**src/rtl/sync_aligner.sv**
```systemverilog
// sync_aligner: re-synchronises pixels read from the ColorTransform FIFO with
// results returned by the Homography engine.
//
// Every pixel presented on q/rdreq is forwarded one cycle later as a
// coordinate query (query_x/query_y/start). The pixel is also kept in an
// in-order pending queue of DEPTH entries. Each ready beat from Homography
// pops the oldest pending pixel. That pixel is presented next cycle, together
// with the returned CCD colour, as one aligned beat (val, sync_*, dvi_*, ccd_*).
//
// Ports
//   clk_25, rst_n        pixel clock, asynchronous active-low reset
//   q, rdreq             FIFO pixel {x, y, r8, g8, b8} and its valid (push)
//   return_x/_y, r/g/b   Homography echo coordinates and CCD colour
//   ready                Homography result valid (pop)
//   flush                synchronous clear of the pending queue
//   err_clr              synchronous clear of sticky flags and mismatch count
//   query_x/_y, start    registered coordinate query
//   val, sync_x/_y       aligned beat valid, coordinates of popped pixel
//   dvi_r/_g/_b          FIFO colour of popped pixel (truncated to R/G/B_W)
//   ccd_r/_g/_b          registered Homography colour
//   level                queue occupancy 0..DEPTH
//   overflow, underflow  sticky push-on-full / pop-on-empty flags
//   mismatch, mismatch_cnt  sticky coordinate mismatch flag, saturating count

module sync_aligner #(
    parameter int unsigned COORD_W = 10,
    parameter int unsigned R_W     = 5,
    parameter int unsigned G_W     = 6,
    parameter int unsigned B_W     = 5,
    parameter int unsigned DEPTH   = 8,
    parameter int unsigned ADDR_W  = 3,
    parameter int unsigned MCNT_W  = 8
) (
    input  logic                   clk_25,
    input  logic                   rst_n,
    input  logic [2*COORD_W+23:0]  q,
    input  logic                   rdreq,
    input  logic [COORD_W-1:0]     return_x,
    input  logic [COORD_W-1:0]     return_y,
    input  logic [R_W-1:0]         r,
    input  logic [G_W-1:0]         g,
    input  logic [B_W-1:0]         b,
    input  logic                   ready,
    input  logic                   flush,
    input  logic                   err_clr,
    output logic [COORD_W-1:0]     query_x,
    output logic [COORD_W-1:0]     query_y,
    output logic                   start,
    output logic                   val,
    output logic [COORD_W-1:0]     sync_x,
    output logic [COORD_W-1:0]     sync_y,
    output logic [R_W-1:0]         dvi_r,
    output logic [G_W-1:0]         dvi_g,
    output logic [B_W-1:0]         dvi_b,
    output logic [R_W-1:0]         ccd_r,
    output logic [G_W-1:0]         ccd_g,
    output logic [B_W-1:0]         ccd_b,
    output logic [ADDR_W:0]        level,
    output logic                   overflow,
    output logic                   underflow,
    output logic                   mismatch,
    output logic [MCNT_W-1:0]      mismatch_cnt
);

    localparam int unsigned Q_W   = 2*COORD_W + 24;
    localparam int unsigned C_W   = R_W + G_W + B_W;
    localparam int unsigned E_W   = 2*COORD_W + C_W;
    localparam int unsigned LVL_W = ADDR_W + 1;
    localparam logic [LVL_W-1:0] FULL_LVL = LVL_W'(DEPTH);

    // Input field split of the FIFO word {x, y, r8, g8, b8}
    logic [COORD_W-1:0] w_q_x;
    logic [COORD_W-1:0] w_q_y;
    logic [7:0]         w_q_r8;
    logic [7:0]         w_q_g8;
    logic [7:0]         w_q_b8;
    logic [E_W-1:0]     w_wr_entry;

    assign w_q_x  = q[Q_W-1 -: COORD_W];
    assign w_q_y  = q[Q_W-COORD_W-1 -: COORD_W];
    assign w_q_r8 = q[23:16];
    assign w_q_g8 = q[15:8];
    assign w_q_b8 = q[7:0];

    // Stored colour keeps the MSBs of each 8-bit channel
    assign w_wr_entry = {w_q_x, w_q_y, w_q_r8[7 -: R_W], w_q_g8[7 -: G_W], w_q_b8[7 -: B_W]};

    // Pending queue storage and pointers
    logic [E_W-1:0]    r_mem [DEPTH];
    logic [ADDR_W-1:0] r_wr_ptr;
    logic [ADDR_W-1:0] r_rd_ptr;
    logic [LVL_W-1:0]  r_level;

    // Head entry decode
    logic [E_W-1:0]     w_head;
    logic [COORD_W-1:0] w_head_x;
    logic [COORD_W-1:0] w_head_y;
    logic [R_W-1:0]     w_head_r;
    logic [G_W-1:0]     w_head_g;
    logic [B_W-1:0]     w_head_b;

    assign w_head   = r_mem[r_rd_ptr];
    assign w_head_x = w_head[E_W-1 -: COORD_W];
    assign w_head_y = w_head[E_W-COORD_W-1 -: COORD_W];
    assign w_head_r = w_head[C_W-1 -: R_W];
    assign w_head_g = w_head[G_W+B_W-1 -: G_W];
    assign w_head_b = w_head[B_W-1:0];

    // Output and status registers
    logic [COORD_W-1:0] r_query_x;
    logic [COORD_W-1:0] r_query_y;
    logic               r_start;
    logic               r_val;
    logic [COORD_W-1:0] r_sync_x;
    logic [COORD_W-1:0] r_sync_y;
    logic [R_W-1:0]     r_dvi_r;
    logic [G_W-1:0]     r_dvi_g;
    logic [B_W-1:0]     r_dvi_b;
    logic [R_W-1:0]     r_ccd_r;
    logic [G_W-1:0]     r_ccd_g;
    logic [B_W-1:0]     r_ccd_b;
    logic               r_overflow;
    logic               r_underflow;
    logic               r_mismatch;
    logic [MCNT_W-1:0]  r_mcnt;

    // Next-state signals
    logic              w_empty;
    logic              w_full;
    logic              w_pop;
    logic              w_push;
    logic              w_new_of;
    logic              w_new_uf;
    logic              w_new_mis;
    logic [LVL_W-1:0]  w_level_nxt;
    logic [ADDR_W-1:0] w_wr_ptr_nxt;
    logic [ADDR_W-1:0] w_rd_ptr_nxt;
    logic              w_of_nxt;
    logic              w_uf_nxt;
    logic              w_mis_nxt;
    logic [MCNT_W-1:0] w_mcnt_nxt;

    // Queue control, error detection and sticky-flag next state
    always_comb begin
        w_empty      = (r_level == '0);
        w_full       = (r_level == FULL_LVL);
        w_pop        = 1'b0;
        w_push       = 1'b0;
        w_new_of     = 1'b0;
        w_new_uf     = 1'b0;
        w_new_mis    = 1'b0;
        w_level_nxt  = r_level;
        w_wr_ptr_nxt = r_wr_ptr;
        w_rd_ptr_nxt = r_rd_ptr;
        w_of_nxt     = r_overflow;
        w_uf_nxt     = r_underflow;
        w_mis_nxt    = r_mismatch;
        w_mcnt_nxt   = r_mcnt;

        if (flush) begin
            // Flush wins over any same-cycle queue traffic
            w_level_nxt  = '0;
            w_wr_ptr_nxt = '0;
            w_rd_ptr_nxt = '0;
        end else begin
            w_pop     = ready && !w_empty;
            // Full check uses post-pop occupancy, so push+pop at full succeeds
            w_push    = rdreq && (!w_full || w_pop);
            w_new_of  = rdreq && w_full && !w_pop;
            w_new_uf  = ready && w_empty;
            w_new_mis = w_pop && ((w_head_x != return_x) || (w_head_y != return_y));

            if (w_push) begin
                w_wr_ptr_nxt = r_wr_ptr + ADDR_W'(1);
            end
            if (w_pop) begin
                w_rd_ptr_nxt = r_rd_ptr + ADDR_W'(1);
            end
            case ({w_push, w_pop})
                2'b10:   w_level_nxt = r_level + LVL_W'(1);
                2'b01:   w_level_nxt = r_level - LVL_W'(1);
                default: w_level_nxt = r_level;
            endcase
        end

        // A new error in the clearing cycle is still recorded
        if (err_clr) begin
            w_of_nxt   = w_new_of;
            w_uf_nxt   = w_new_uf;
            w_mis_nxt  = w_new_mis;
            w_mcnt_nxt = MCNT_W'(w_new_mis);
        end else begin
            w_of_nxt  = r_overflow  || w_new_of;
            w_uf_nxt  = r_underflow || w_new_uf;
            w_mis_nxt = r_mismatch  || w_new_mis;
            if (w_new_mis && !(&r_mcnt)) begin
                w_mcnt_nxt = r_mcnt + MCNT_W'(1);
            end
        end
    end

    // Queue storage; contents are only meaningful between the pointers
    always_ff @(posedge clk_25) begin
        if (w_push) begin
            r_mem[r_wr_ptr] <= w_wr_entry;
        end
    end

    // Pointers, level and sticky status
    always_ff @(posedge clk_25 or negedge rst_n) begin
        if (!rst_n) begin
            r_wr_ptr    <= '0;
            r_rd_ptr    <= '0;
            r_level     <= '0;
            r_overflow  <= 1'b0;
            r_underflow <= 1'b0;
            r_mismatch  <= 1'b0;
            r_mcnt      <= '0;
        end else begin
            r_wr_ptr    <= w_wr_ptr_nxt;
            r_rd_ptr    <= w_rd_ptr_nxt;
            r_level     <= w_level_nxt;
            r_overflow  <= w_of_nxt;
            r_underflow <= w_uf_nxt;
            r_mismatch  <= w_mis_nxt;
            r_mcnt      <= w_mcnt_nxt;
        end
    end

    // Query path: one-cycle registered copy of the pixel coordinates
    always_ff @(posedge clk_25 or negedge rst_n) begin
        if (!rst_n) begin
            r_start   <= 1'b0;
            r_query_x <= '0;
            r_query_y <= '0;
        end else begin
            r_start <= rdreq;
            if (rdreq) begin
                r_query_x <= w_q_x;
                r_query_y <= w_q_y;
            end
        end
    end

    // Aligned output beat: loads on pop, otherwise holds
    always_ff @(posedge clk_25 or negedge rst_n) begin
        if (!rst_n) begin
            r_val    <= 1'b0;
            r_sync_x <= '0;
            r_sync_y <= '0;
            r_dvi_r  <= '0;
            r_dvi_g  <= '0;
            r_dvi_b  <= '0;
            r_ccd_r  <= '0;
            r_ccd_g  <= '0;
            r_ccd_b  <= '0;
        end else begin
            r_val <= w_pop;
            if (w_pop) begin
                r_sync_x <= w_head_x;
                r_sync_y <= w_head_y;
                r_dvi_r  <= w_head_r;
                r_dvi_g  <= w_head_g;
                r_dvi_b  <= w_head_b;
                r_ccd_r  <= r;
                r_ccd_g  <= g;
                r_ccd_b  <= b;
            end
        end
    end

    assign query_x      = r_query_x;
    assign query_y      = r_query_y;
    assign start        = r_start;
    assign val          = r_val;
    assign sync_x       = r_sync_x;
    assign sync_y       = r_sync_y;
    assign dvi_r        = r_dvi_r;
    assign dvi_g        = r_dvi_g;
    assign dvi_b        = r_dvi_b;
    assign ccd_r        = r_ccd_r;
    assign ccd_g        = r_ccd_g;
    assign ccd_b        = r_ccd_b;
    assign level        = r_level;
    assign overflow     = r_overflow;
    assign underflow    = r_underflow;
    assign mismatch     = r_mismatch;
    assign mismatch_cnt = r_mcnt;

endmodule

```
**config.mk**
```make
export PLATFORM = sky130hd
export DESIGN_NAME = sync_aligner
export DESIGN_NICKNAME = d
export VERILOG_FILES = /design/src/rtl/sync_aligner.sv
export SDC_FILE = /design/constraint.sdc
export NUM_CORES = 1
export LEC_CHECK = 0
export CELL_PAD_IN_SITES_DETAIL_PLACEMENT = 1
export CELL_PAD_IN_SITES_GLOBAL_PLACEMENT = 1
export CORE_ASPECT_RATIO = 1.25
export CORE_MARGIN = 2
export CORE_UTILIZATION = 49
export CTS_BUF_LIST = sky130_fd_sc_hd__clkbuf_2 sky130_fd_sc_hd__clkbuf_4 sky130_fd_sc_hd__clkbuf_8
export DETAILED_ROUTE_END_ITERATION = 10
export GPL_ROUTABILITY_DRIVEN = 0
export GPL_TIMING_DRIVEN = 0
export PLACE_DENSITY = 0.92
export REMOVE_ABC_BUFFERS = 1
export SYNTH_ARGS = -nofsm -noshare
export SYNTH_HDL_FRONTEND = slang
export SYNTH_SLANG_ARGS = --single-unit
```
**constraint.sdc**
```tcl
create_clock -name clk_25 -period 5.15 [get_ports clk_25]
set_clock_uncertainty 0.15 [all_clocks]
set_input_delay 1.03 -clock clk_25 [delete_from_list [all_inputs] [get_ports clk_25]]
set_output_delay 1.03 -clock clk_25 [all_outputs]
set_load 0.02 [all_outputs]
```
[After elaboration in Yosys (flattened, before gate mapping)]
Memories as Yosys holds them, arrays and structs flattened.
Cells that the tools add are included.
Storage, ports and cells
  memories kept: 1
  flip-flop bits (word level): 95
  RAM bits: 288
  bits of input ports: 86
  word-level logic and storage cells: 70
Operators by class
  muxes and demuxes: 18
  add/sub/neg operators: 5
  equality and inequality tests: 5
  reductions and logical operators: 22
Memory list
  r_mem: depth 8, bits a word 36, rd ports 1, clocked after memory_dff 0, wr ports 1, RTL line 89  | logic [E_W-1:0] r_mem [DEPTH];
Operators with widths (count)
  != test 10 bit: 2
  two-way mux 8 bit: 2
  two-way mux 3 bit: 4
  two-way mux 1 bit: 10
  adder 8 x 1 -> 8 bit (second input constant): 1
  case mux 4 bit (2 select lines): 1
  AND reduction 8 bit: 1
  logical AND 1 bit: 7
  adder 3 x 1 -> 3 bit (second input constant): 2
  nonzero test 2 bit: 3
  logical OR 1 bit: 5
  adder 4 x 1 -> 4 bit (second input constant): 1
  == test 4 bit (second input constant): 1
  zero test 1 bit: 4
  zero test 4 bit: 1
  two-way mux 4 bit: 1
  subtractor 4 x 1 -> 4 bit (second input constant): 1
  nonzero test 3 bit: 1
  == test 2 x 1 -> 1 bit (second input constant): 1
  == test 2 bit (second input constant): 1

[Depth between registers and ports, before layout]
Gate-level depths: netlist of the first run.
  depth in word-level cells: 8
  depth in mapped cells: 13
  gate-level depth less buffers: 10

[Least setup slack after synthesis of the first run]
OpenSTA, ideal clock, no wires.
  path kind: input port to flip-flop
  start point: in ready
  end point: mem r_mem[0][0] (netlist bit) (enable)
  library setup time: 474 ps
  data required time: 4526 ps
  data arrival time: 4144 ps
  setup slack: 382 ps
  stages on the path: 4
  cells stage by stage: nand3b_1 -> nand2_1 -> or3_1 -> nor3_1
Between the ends
  longest elaborated chain between the ends: 6
Ends and longest elaborated chain
  start, declared: RTL line 43  | input logic ready,
  logical AND 1 bit: RTL line 166  | w_pop = ready && !w_empty;
  logical OR 1 bit: RTL line 168  | w_push = rdreq && (!w_full || w_pop);
  logical AND 1 bit: RTL line 168
  two-way mux 1 bit: RTL line 160  | if (flush) begin
  two-way mux 1 bit: RTL line 204  | if (w_push) begin
  two-way mux 1 bit (implied by the code): RTL line 205  | r_mem[r_wr_ptr] <= w_wr_entry;
  end, declared: RTL line 89
Every way passes these cells.

[Worst setup path after layout of the first run]
  start point: reg r_rd_ptr[0]
  end point: reg r_mcnt[5], in the netlist mismatch_cnt[5]
Between the ends
  longest elaborated chain between the ends: 7
Ends and longest elaborated chain
  start, declared: RTL line 91  | logic [ADDR_W-1:0] r_rd_ptr;
  start signal, assigned: RTL line 221  | r_rd_ptr <= w_rd_ptr_nxt;
  memory (8 x 36 bit) (*)
  != test 10 bit: RTL line 171  | w_new_mis = w_pop && ((w_head_x != return_x) || (w_head_y != return_y));
  logical OR 1 bit (*): RTL line 171
  logical AND 1 bit (*): RTL line 171
  two-way mux 1 bit (*): RTL line 160
  logical AND 1 bit (*): RTL line 196  | if (w_new_mis && !(&r_mcnt)) begin
  nonzero test 2 bit (no source line) (*)
  end signal, assigned: RTL line 226  | r_mcnt <= w_mcnt_nxt;
  end, declared: RTL line 125  | logic [MCNT_W-1:0] r_mcnt;
Mark *: on every way between the ends. The rest lies on a longest branch, timed or not.
A chain may end at the register's enable or synchronous reset.

==> qor.yml, run 1 <==
die:
  initial_core_util: 0.498
  top_level_ports: 175
  floorplan.die.height_um: 200
  die_w_um: 161
  core.rowCount: 71
  dieArea_sq_um: 32200
  core_footprint_sq_um: 30200
sta:
  finalSetupViolCount: 0
  worst_slew_pin_slew_ps: 914
  finalMaxSlewViolations: 0
  grt_setup_unrepaired: "no"
  timing.max_slew.rel_slack: 0.387
  fmax_mhz: 256
  final.period_utilization: 0.759
  hold_viol: 0
  timing.final.crit_period_ps: 3910
logic_synthesis:
  synthCells: 850
  most_common_library_cells_after_synthesis: "sky130_fd_sc_hd__edfxtp_1 (288), sky130_fd_sc_hd__nand2_1 (103), sky130_fd_sc_hd__dfrtp_1 (95)"
  syn_avg_cell_area_sq_um: 17.7
  netlist_top_cells_area: "sky130_fd_sc_hd__edfxtp_1 (57%), sky130_fd_sc_hd__dfrtp_1 (16%), sky130_fd_sc_hd__mux4_2 (8.1%)"
  most_used_dff_post_synth: "sky130_fd_sc_hd__edfxtp_1"
  synth-warning-count: 0
  fraction_of_the_yosys_area_taken_by_sequential_cells: 0.732
  synth.largest_area_cell: "sky130_fd_sc_hd__edfxtp_1"
  synthesis.area_sq_um: 15100
  yosys.cell_count.top_type: "sky130_fd_sc_hd__edfxtp_1"
  share_of_synthesized_flip_flops_with_an_asynchronous_set_or_reset: 0.248
  synth_seq_cells: 383
  unique_masters_post_synth: 55
  yosys.area.top_type_share: 0.574
  synth-edff-count: 288
place:
  place.detailed.hpwl_um: 23300
  portBuffers: 166
clock_tree:
  hold_buffers: 0
  clock_sink_count: 383
  tritoncts.num_buffers: 58
  clock-root-buffer: "sky130_fd_sc_hd__clkbuf_8"
  cts_clock_pin_slew_for_the_worst_setup_and_hold_paths_ps: 70
  cts.repair.resized: 0
  ctsHtreeMaxLevel: 2
  clk-insertion-delay-late_ps: 630
  tritoncts: "built"
  postCtsSetupRepairBufs: 0
  cts_max_path_buffers: 3
worst_setup_path:
  reg2reg_to: "mismatch_cnt[5]"
  cp-start-kind: "flip-flop"
  critical_path.slowest_cell: "sky130_fd_sc_hd__dfrtp_4"
  timing.rr.start: "r_rd_ptr[0]"
  worstPathBufferInverterCount: 1
  worst-path-max-fanout: 40
  reg2reg_slack_ps: 1240
  timing.reg2reg.worst_path_depth: 9
  crit_path_frequent_cell: "sky130_fd_sc_hd__nor3_1"
  cpPeakStageDelay_ps: 900
  cp_cell_sequence: "buf_16 -> mux4_2 -> mux2i_1 -> xnor2_1 -> nor3_1 -> and4_4 -> and3_1 -> nor3_1 -> mux2_4"
  crit_arrival_ps: 4270
  crit_required_ps: 5510
  endpoint_type_of_the_worst_setup_path: "flip-flop"
  critPathKind: "reg2reg"
  cell_family_with_most_cp_delay: "multiplexers"
final_layout:
  final_net_count: 1149
  final_core_util: 0.614
  fillerInstances: 2745
  syn2layout_area_growth_pct: 23.3
  drive_above_1_share: 0.199
routing:
  detail-route-antenna-nets: 0
  post_drt_via_cell_ratio: 5.57
  routed_wire_length_per_instance_um: 24.0
  detailedRoute.firstIterationViolations: 539
  post-route-drc-count: 0
  finalWirelength_um: 36300
  vias: 8406
  drt_pass1_iterations: 4
global_route:
  grt_first_pass_wirelength_um: 55200
  via_count_of_the_first_global_routing_pass: 9364
  grt.total_usage: 0.231
  grt_max_degree: 67
  grt_remaining_overflow: 0
  grt_antenna_before_repair: 2
flow_run:
  cap_violations: 0
run_status:
  run_status: "finished clean"
power:
  power_switching_share: 0.295
  finalPower_mw: 8.54
  internal-power_mw: 6.02
  power.combinational.fraction: 0.246
  share_clk_of_total_power: 0.299
  seqPwrFrac: 0.455
  power.ir.vdd_worst_mv: 0.212
  power_density_nw_per_um2: 460
  switchingPower_mw: 2.52
  leakagePower_nw: 6.48
worst_hold_path:
  holdCritPathClass: "in2async"
-- per-layer routing --
metal / part of all wire / track usage / vias up
li1: - / - / 3696
met1: 0.39 / 0.276 / 4357
met2: 0.53 / 0.412 / 261
met3: 0.049 / 0.0450 / 92
met4: 0.032 / 0.0985 / 0
met5: 0 / 0 / -
-- metrics by stage --
step | cells | setup slack [ps] | hold WS, ps | TNS (ps) | instance area (sq um)
finish | 1510 | 1240 | 202 | 0 | 18600
global route | 1510 | 975 | 214 | 0 | 18600
CTS | 1508 | 1150 | 203 | 0 | 18600
detailed placement | 1398 | 968 | 316 | 0 | 17400
global placement | 1379 | -3940 | 308 | -805480 | 17000
floorplan | 812 | 239 | 396 | 0 | 14800
-- cells by family after synthesis --
group                    count (synthesis)  synth area share
buffers and inverters                   40            0.0175
multiplexers                           142             0.146
flip-flops                             383             0.732
AO/OA/AOI/OAI                           78            0.0327
adder cells (fa/ha/maj)                  6           0.00549
AND/OR/NAND/NOR                        182            0.0552
XOR/XNOR                                19            0.0111
-- placed cells by master (no fill, tap or decap), types with 4 or more instances in the layout --
cell | netlist | routed
sky130_fd_sc_hd__or3_1 | 5 | 5
sky130_fd_sc_hd__clkbuf_4 | 0 | 20
sky130_fd_sc_hd__o21ai_0 | 37 | 37
sky130_fd_sc_hd__buf_6 | 9 | 5
sky130_fd_sc_hd__a22oi_1 | 5 | 5
sky130_fd_sc_hd__clkdlybuf4s50_1 | 0 | 164
sky130_fd_sc_hd__mux2_1 | 5 | 5
sky130_fd_sc_hd__a21oi_1 | 6 | 6
sky130_fd_sc_hd__o31ai_1 | 6 | 6
sky130_fd_sc_hd__mux2_2 | 27 | 27
sky130_fd_sc_hd__a22o_1 | 5 | 5
sky130_fd_sc_hd__dfrtp_1 | 95 | 92
sky130_fd_sc_hd__nor3_1 | 11 | 9
sky130_fd_sc_hd__nand2_1 | 103 | 103
sky130_fd_sc_hd__mux2i_1 | 51 | 51
sky130_fd_sc_hd__xor2_1 | 7 | 7
sky130_fd_sc_hd__nand3b_1 | 5 | 5
sky130_fd_sc_hd__mux4_2 | 54 | 54
sky130_fd_sc_hd__clkinv_1 | 1 | 11
sky130_fd_sc_hd__clkinv_2 | 0 | 14
sky130_fd_sc_hd__buf_12 | 2 | 7
sky130_fd_sc_hd__nor2b_1 | 5 | 5
sky130_fd_sc_hd__nand2b_1 | 8 | 8
sky130_fd_sc_hd__clkbuf_8 | 0 | 59
sky130_fd_sc_hd__edfxtp_1 | 288 | 288
sky130_fd_sc_hd__buf_16 | 0 | 4
sky130_fd_sc_hd__ha_1 | 5 | 5
sky130_fd_sc_hd__nor2_1 | 24 | 18
sky130_fd_sc_hd__xnor2_1 | 12 | 12
sky130_fd_sc_hd__nor2_4 | 0 | 6
sky130_fd_sc_hd__nand3_1 | 7 | 7
-- state kept, by name, indices dropped and copies added (netlist names), 3 cells and up --
| signal | cells |
|---|---|
| r_mem | 288 |
| query_x | 10 |
| query_y | 10 |
| sync_x | 10 |
| sync_y | 10 |
| mismatch_cnt | 8 |
| ccd_g | 6 |
| dvi_g | 6 |
| ccd_b | 5 |
| ccd_r | 5 |
| dvi_b | 5 |
| dvi_r | 5 |
| level | 4 |
| r_rd_ptr | 3 |
| r_wr_ptr | 3 |
-- power by group through the flow --
| stage | clock [mW] | combinational [mW] | sequential, mW |
|---|---|---|---|
| 2_1_floorplan | 0 | 0.874 | 4.24 |
| 3_3_place_gp | 0 | 1.95 | 4.02 |
| 3_5_place_dp | 0 | 2.11 | 3.95 |
| 4_1_cts | 2.60 | 2.13 | 3.89 |
| 5_1_grt | 2.74 | 2.27 | 3.93 |
| 6_report | 2.55 | 2.10 | 3.88 |
-- how the worst max path moves through the flow --
stage	startpoint	end	slack, ps	depth (start not counted)
floorplan	r_rd_ptr[0]	mismatch_cnt[7]	240	8
CTS	r_rd_ptr[0]	mismatch_cnt[3]	1150	9
global route	r_rd_ptr[0]	mismatch_cnt[5]	970	9
detailed placement	rdreq	r_mem[0][4]	970	6
global placement	rdreq	r_mem[0][13]	-3940	4
finish	r_rd_ptr[0]	mismatch_cnt[5]	1240	9
-- final cells by class --
| cell class | count | area (sq um) | share of cell area |
|---|---|---|---|
| clock inverter | 31 | 229 | 0.0123 |
| timing repair buffer | 185 | 2000 | 0.108 |
| tap | 401 | 502 | 0.0270 |
| inverter | 2 | 7.51 | 0.000404 |
| clock buffer | 79 | 962 | 0.0518 |
| antenna | 2 | 5.00 | 0.000270 |
| sequential | 383 | 11000 | 0.595 |
| multi-input combinational | 427 | 3820 | 0.206 |
-- worst reg2reg max path: cells and delay by family (launching register included) --
| kind | cells | cell delay [ps] |
|---|---|---|
| XOR/XNOR | 1 | 180 |
| buffers and inverters | 1 | 340 |
| flip-flops | 1 | 900 |
| AND/OR/NAND/NOR | 4 | 1080 |
| multiplexers | 3 | 1140 |
Note: power is estimated with default switching activity, not from simulation.
==> run 2: changes to the inputs <==
Clock period 5.15 ns to 3.9 ns, I/O delays scaled along.
==> run 2 against run 1 <==
  * Wire length grew 1.7%
  * Die area is the same
  * Clock power grew 33%
  * Sequential power grew 31%
  * Sequential share of layout area shrank 0.16 points
  * Final cell count grew 0.20%
  * Design area grew 0.27%
  * Sequential cell count is the same
  * Worst hold slack gained 130 ps
  * Global-route usage grew 0.18 points
  * Critical path type unchanged
  * Critical endpoint unchanged
  * Highest routed layer unchanged
==> qor.yml, run 2 (synthesized netlist as in run 1, its figures left out) <==
run_status:
  run_status: "finished clean"
clock_tree:
  clock_sink_count: 383
  tritoncts.num_buffers: 58
  cts_clock_pin_slew_for_the_worst_setup_and_hold_paths_ps: 70
  tritoncts: "built"
  ctsHtreeMaxLevel: 2
  clk-insertion-delay-late_ps: 630
  clock-root-buffer: "sky130_fd_sc_hd__clkbuf_8"
  cts_max_path_buffers: 3
final_layout:
  final_net_count: 1152
  mostFrequentLayoutCells: "sky130_fd_sc_hd__edfxtp_1 (288), sky130_fd_sc_hd__clkdlybuf4s50_1 (164), sky130_fd_sc_hd__nand2_1 (103)"
  max_flop_register: "r_mem"
  syn2layout_area_growth_pct: 23.6
  fillerInstances: 2736
  final_common_cell: "sky130_fd_sc_hd__edfxtp_1"
  largest_reg_flops: 288
  final_core_util: 0.616
  drive_above_1_share: 0.200
  seqCellArea_sq_um: 11000
  multi_input_comb_area_sq_um: 3820
sta:
  finalMaxSlewViolations: 0
  fmax_mhz: 273
  finalSetupViolCount: 0
  worst_slew_pin_slew_ps: 872
  hold_viol: 0
  timing.final.crit_period_ps: 3660
  final.setup.tns_ps: 0
  timing.max_slew.rel_slack: 0.416
  final.period_utilization: 0.939
  grt_setup_unrepaired: "no"
power:
  leakagePower_nw: 6.50
  finalPower_mw: 11.4
  power_density_nw_per_um2: 610
  power.ir.vdd_worst_mv: 0.281
die:
  core.rowCount: 71
  core_footprint_sq_um: 30200
  top_level_ports: 175
  die_w_um: 161
  initial_core_util: 0.498
  floorplan.die.height_um: 200
  dieArea_sq_um: 32200
worst_setup_path:
  crit_required_ps: 4260
  worst-path-max-fanout: 35
  cp-start-kind: "flip-flop"
  critPathKind: "reg2reg"
  timing.reg2reg.worst_path_depth: 9
  reg2reg_slack_ps: 240
  endpoint_type_of_the_worst_setup_path: "flip-flop"
  reg2reg_to: "mismatch_cnt[5]"
  timing.rr.start: "r_rd_ptr[0]"
  crit_arrival_ps: 4030
global_route:
  grt.total_usage: 0.233
  via_count_of_the_first_global_routing_pass: 9416
  grt_remaining_overflow: 0
  grt_antenna_before_repair: 2
  grt_max_degree: 67
  grt_first_pass_wirelength_um: 55600
routing:
  routed_met3_length_um: 1970
  post_drt_via_cell_ratio: 5.60
  detailedRoute.firstIterationViolations: 599
  routed_wire_length_per_instance_um: 24.4
  m1_wl_um: 14400
  detail-route-antenna-nets: 0
  maxUsedRoutingLayer: "met4"
  post-route-drc-count: 0
  route.met2.wl_um: 19400
  vias: 8472
  drt_pass1_iterations: 4
  finalWirelength_um: 36900
worst_hold_path:
  hold-path-cell-count: 2
  worstHoldEndpoint: "ccd_b[1]"
  holdCritPathClass: "reg2reg"
  worstHoldStart: "ccd_b[1]"
place:
  portBuffers: 166
  place.detailed.hpwl_um: 23300
flow_run:
  cap_violations: 0
run 2: per-stage QoR:
step	area, sq um	setup slack, ps	std cells	hold WS [ps]
floorplan	14800	-1010	812	334
detailed placement	17400	-77.5	1398	316
finish	18600	237	1513	328
CTS	18600	183	1510	331
global placement	17000	-4940	1379	308
global route	18600	12.2	1513	358
run 2: how the worst max path moves through the flow:
| stage | startpoint | endpoint | cells after the start |
|---|---|---|---|
| 6_report | r_rd_ptr[0] | mismatch_cnt[5] | 9 |
| 3_3_place_gp | rdreq | r_mem[0][13] | 4 |
| 4_1_cts | r_rd_ptr[0] | mismatch_cnt[3] | 9 |
| 2_1_floorplan | r_rd_ptr[0] | mismatch_cnt[7] | 8 |
| 3_5_place_dp | r_rd_ptr[0] | mismatch_cnt[5] | 9 |
| 5_1_grt | r_rd_ptr[0] | mismatch_cnt[5] | 9 |
run 2: worst max-delay path, cell delays in order (launching register included):
cell and delay (ps):
sky130_fd_sc_hd__dfrtp_4 680, sky130_fd_sc_hd__buf_16 300, sky130_fd_sc_hd__mux4_2 540, sky130_fd_sc_hd__mux2i_1 260, sky130_fd_sc_hd__xnor2_1 180, sky130_fd_sc_hd__nor3_1 330
sky130_fd_sc_hd__and4_4 310, sky130_fd_sc_hd__and3_1 320, sky130_fd_sc_hd__nor3_1 120, sky130_fd_sc_hd__mux2_4 300
run 2: layout make-up:
cell class                      count  area share
Timing Repair Buffer              188       0.110
Multi-Input combinational cell    427       0.205
Sequential cell                   383       0.593
Antenna cell                        2    0.000269
Clock inverter                     31      0.0123
Inverter                            2    0.000403
Tap cell                          401      0.0270
Clock buffer                       79      0.0517
run 2: power breakdown:
group | internal (mW) | switching, mW | leakage (nW) | total, mW
combinational | 1.38 | 1.52 | 2.08 | 2.90
clock | 1.81 | 1.57 | 0.634 | 3.38
sequential | 4.78 | 0.291 | 3.79 | 5.07
run 2: metal layers:
layer / vias up / global-route usage
li1: 3709 / -
met1: 4382 / 0.276
met2: 290 / 0.418
met3: 91 / 0.0448
met4: 0 / 0.0979
met5: - / 0
run 2: what timing repair did:
| item | CTS | global route |
|---|---|---|
| setup endpoints to repair | 4 | 2 |
| endpoints found under the hold margin | 29 | 0 |
| hold buffers | 1 | 0 |
| buffers inserted | 1 | 1 |
| gates cloned | 0 | 0 |
| resized for setup | 0 | 0 |
==> patch 1: new RTL, settings of run 1 <==
Change the parameter `MCNT_W` from 8 to 7.
--- a/src/rtl/sync_aligner.sv
+++ b/src/rtl/sync_aligner.sv
@@ -29,7 +29,7 @@
     parameter int unsigned B_W     = 5,
     parameter int unsigned DEPTH   = 8,
     parameter int unsigned ADDR_W  = 3,
-    parameter int unsigned MCNT_W  = 8
+    parameter int unsigned MCNT_W  = 7
 ) (
     input  logic                   clk_25,
     input  logic                   rst_n,
Interface: changed (resized mismatch_cnt); port bits go from 175 to 174. No check against the original RTL was run, so the function may have changed too.
==> patch 1 against run 1 <==
Non-clock buffer count did not move; area after synthesis down 1.6%; critical path depth is 1 lower; first-iteration DRC count decreased by 8.5%; maximum frequency shrank 15%; cell count shrank 2.1%; core utilization down 0.076 points; combinational power rose by 6%; design area fell by 1.0%; sequential cell count fell by 1; setup slack worse by 670 ps; total power up 1.1%; wire length down 1.0%; critical path type is now primary input to register; largest power group unchanged.
==> patch 1: results (changes against run 1) <==
[grt]
grt_pass1_wl_um=54800  ; was 55200 um
grt_start_max_net_pins=83  ; was 67
grt_pass1_vias=9272  ; was 9364

[power_and_ir_drop]
pg_seq_w=0.00392  ; was 0.00388 W
p_comb_share_pct=25.7  ; was 24.6%
ir_worst_vdd_mv=0.256  ; was 0.212 mV

[synthesis]
muxShareOfSynthArea_pct=14.7  ; was 14.6%
synth_cell_type_count=46  ; was 55
seq_area_frac_synth_pct=74.3  ; was 73.2%
synth.area.top_cells=edfxtp_1, dfrtp_1, mux4_2  ; unchanged
synth_adder_area_share_pct=0.557  ; was 0.549%
ys_ff_latch=382  ; was 383
synth_compound_area_share_pct=3.01  ; was 3.27%

[layout]
n_all_inverters=8  ; was 2
num-multi-input-gates=396  ; was 427
register_area_sq_um=11000  ; about the same
fin_nets=1121  ; was 1149
num_antenna_cells=0  ; was 2

[placement]
dp_cells=1371  ; was 1398
placed_area_sq_um=17200  ; was 17400 sq um

[sta]
slew_headroom_pct=17.7  ; was 38.7%

[route]
routed_wl_um=35900  ; was 36300 um
drt-initial-drc-count=493  ; was 539

[setup_path]
max_stage_delay_ps=940  ; was 900 ps
r2r-start=level[1]  ; was r_rd_ptr[0]
crit_family=buffers and inverters  ; was multiplexers
cp.arrival_ps=4950  ; was 4270 ps
critPathSlowestCell=nand2b_1  ; was dfrtp_4

[run_status]
status=finished clean  ; unchanged

[min_path]
hold_path.class=register to register  ; was primary input to asynchronous set/reset pin

[cts]
numCtsBuffers=56  ; was 58

==> patch 1: final timing paths <==
path,depth (start not counted),end,slack (ps)
min reg2reg,2,ccd_g[3],330
min,2,ccd_g[3],330
max,8,level[3],570
max in group asynchronous,2,sync_y[6],3770
max reg2reg,8,level[3],1110
min in group asynchronous,1,sync_x[4],340
==> patch 1: stage by stage <==
step	TNS [ps]	total power, W	setup slack (ps)	util, %
after floorplan	0	0.00521	383	-
after global placement	-842460	0.00612	-4130	56.1
after detailed placement	-2410	0.00621	-371	57.4
after CTS	0	0.00873	273	61.3
after global routing	0	0.00901	251	61.4
final	0	0.00864	566	61.4
==> patch 1: routing by layer <==
| layer | track usage (%) | vias up | wire length, um |
|---|---|---|---|
| li1 | - | 3591 | - |
| met4 | 7.41 | 0 | 784 |
| met2 | 41.0 | 281 | 19100 |
| met3 | 3.69 | 60 | 1710 |
| met5 | 0 | - | 0 |
| met1 | 28.7 | 4347 | 14300 |
==> patch 2: new RTL, config.mk and constraints of run 1 <==
Without the edit above. Register the output `sync_y` once more, without a reset; this adds one clock of latency there. The other outputs are not delayed to match.
--- a/src/rtl/sync_aligner.sv
+++ b/src/rtl/sync_aligner.sv
@@ -274,7 +274,9 @@
     assign start        = r_start;
     assign val          = r_val;
     assign sync_x       = r_sync_x;
-    assign sync_y       = r_sync_y;
+    always_ff @(posedge clk_25) begin
+        sync_y <= r_sync_y;
+    end
     assign dvi_r        = r_dvi_r;
     assign dvi_g        = r_dvi_g;
     assign dvi_b        = r_dvi_b;
Behaviour: not the same (Yosys sat finds a counterexample within 4 cycles, from zero or initial values and one cycle with rst_n low).
==> patch 2 against run 1 <==
Wire length about the same; synthesized cell count is 0.47% lower; largest power group unchanged; sequential power grew 4%; largest cell class unchanged; total power rose by 3.0%; die area up 0.45%; critical path depth shrank 1; non-clock buffer count decreased by 1; area after synthesis grew 0.46%; maximum frequency decreased by 13%; design area increased by 0.49%; setup slack worse by 580 ps; sequential cell count grew 10.
==> patch 2: results (changes against run 1) <==
[cts]
clk_path_buf_depth=3  ; unchanged
numCtsBuffers=57  ; was 58
insertion_delay_ps=600  ; was 630 ps
cts_resized=0  ; unchanged
clkTransAtPathRegs_ps=60
htree_levels=2  ; unchanged
postCtsSetupRepairBufs=0  ; unchanged
cts_root_buf=clkbuf_8  ; unchanged

[placement]
post-place-ws_ps=-40.2  ; was 968 ps
io_buffer_count=166  ; unchanged
place_hpwl_um=24100  ; was 23300 um

[layout]
largest_reg_flops=288  ; unchanged
fill_cells=2686  ; was 2745
regMostFlops=r_mem  ; unchanged
num_antenna_cells=0  ; was 2
fin_nets=1142  ; was 1149
drive_gt1_share_pct=19.9  ; about the same

[min_path]
hold_end=sync_y[6]
holdPathStages=0
hold_path.class=register to register  ; was primary input to asynchronous set/reset pin
worstHoldStart=r_sync_y[6]

[setup_path]
critPathCapture=mismatch_cnt[5]  ; unchanged
cp.arrival_ps=4830  ; was 4270 ps
max_stage_delay_ps=930  ; was 900 ps
r2r_cells=9  ; unchanged
critPathSlowestCell=inv_4  ; was dfrtp_4
crit_start=flush  ; was r_rd_ptr[0]
r2r-start=r_rd_ptr[0]  ; unchanged
crit_family=simple AND/OR/NAND/NOR gates  ; was multiplexers
worstPathMaxFanout=83  ; was 40
r2r_setup_slack_ps=1050  ; was 1240 ps

[run_status]
status=finished clean  ; unchanged

[job]
drv_cap=0  ; unchanged

[route]
drt-initial-drc-count=556  ; was 539
drt_first_pass_iters=4  ; unchanged
num_vias=8436  ; was 8406
routed_wl_um=36300  ; about the same

[sta]
setup_ws_ps=661  ; was 1240 ps
slew_headroom_pct=21.8  ; was 38.7%

[synthesis]
async_flop_share_pct=24.2  ; was 24.8%
ys_warn_count=0  ; unchanged
synth.area.top_cells=edfxtp_1, dfrtp_1, mux4_2  ; unchanged
synth_cell_type_count=49  ; was 55
yosys-top-cells-count=edfxtp_1, dfrtp_1, nand2_1, mux4_2, nor2_1  ; was edfxtp_1, nand2_1, dfrtp_1, mux4_2, mux2i_1
synth_edf_count=288  ; unchanged
seq_area_frac_synth_pct=74.2  ; was 73.2%
yosysTopAreaCellShare_pct=57.2  ; was 57.4%

[grt]
grt_start_max_net_pins=84  ; was 67
grt_pass1_vias=9558  ; was 9364
track_usage_pct=23.1  ; about the same
grt_pass1_wl_um=56200  ; was 55200 um
grt_overflow=0  ; unchanged
antenna_found_initial=0  ; was 2

[power_and_ir_drop]
ir_worst_vdd_mv=0.324  ; was 0.212 mV
p_leak_nw=6.44  ; was 6.48 nW

-- patch 2: final cells by class --
cell class	instances	area [sq um]	share of cell area, %
Multi-Input combinational cell	407	3720	19.9
Clock inverter	21	141	0.758
Inverter	7	28.8	0.154
Sequential cell	393	11200	60.2
Tap cell	401	502	2.69
Clock buffer	82	1050	5.61
Timing Repair Buffer	184	1980	10.6
-- patch 2: metal layers --
metal	track usage, %	wire length, um	part of all wire, %
met1	27.7	14100	39
met2	40.8	19100	53
met3	4.92	1940	5.3
met4	8.55	1080	3.0
met5	0	0	0
-- patch 2: kinds of logic (layout without fill, tap and decap cells) --
logic type,Yosys count,after routing,synth area share (%)
compound gates,68,68,2.73
fa+ha+maj,6,6,0.546
mux,139,139,14.5
buf+inv,46,294,1.54
simple gates,170,170,5.10
xor+xnor,24,24,1.39
flops,393,393,74.2
-- patch 2: worst reg2reg max path, cell delays in order, from the launching register on --
cell and delay (ps):
dfrtp_4 790, buf_16 340, mux4_2 600, mux2i_1 340, xor2_1 230, nand4_1 240
nor4_2 440, nand4_2 260, and4_4 290, mux2_1 300
-- patch 2: per-stage QoR --
stage	total power [W]	util (%)	area, sq um	instances	hold WS (ps)
detailed placement	0.00633	57.8	17500	1392	206
global placement	0.00624	56.5	17100	1374	202
finish	0.00880	61.8	18700	1495	220
global route	0.00920	61.8	18700	1495	227
CTS	0.00889	61.8	18700	1495	218
floorplan	0.00534	-	14900	807	194
-- patch 2: report_power, final --
group	switching [W]	internal [W]	total (W)
sequential	0.000275	0.00375	0.00402
clock	0.00115	0.00140	0.00256
combinational	0.00114	0.00108	0.00222
total	0.00257	0.00623	0.00880
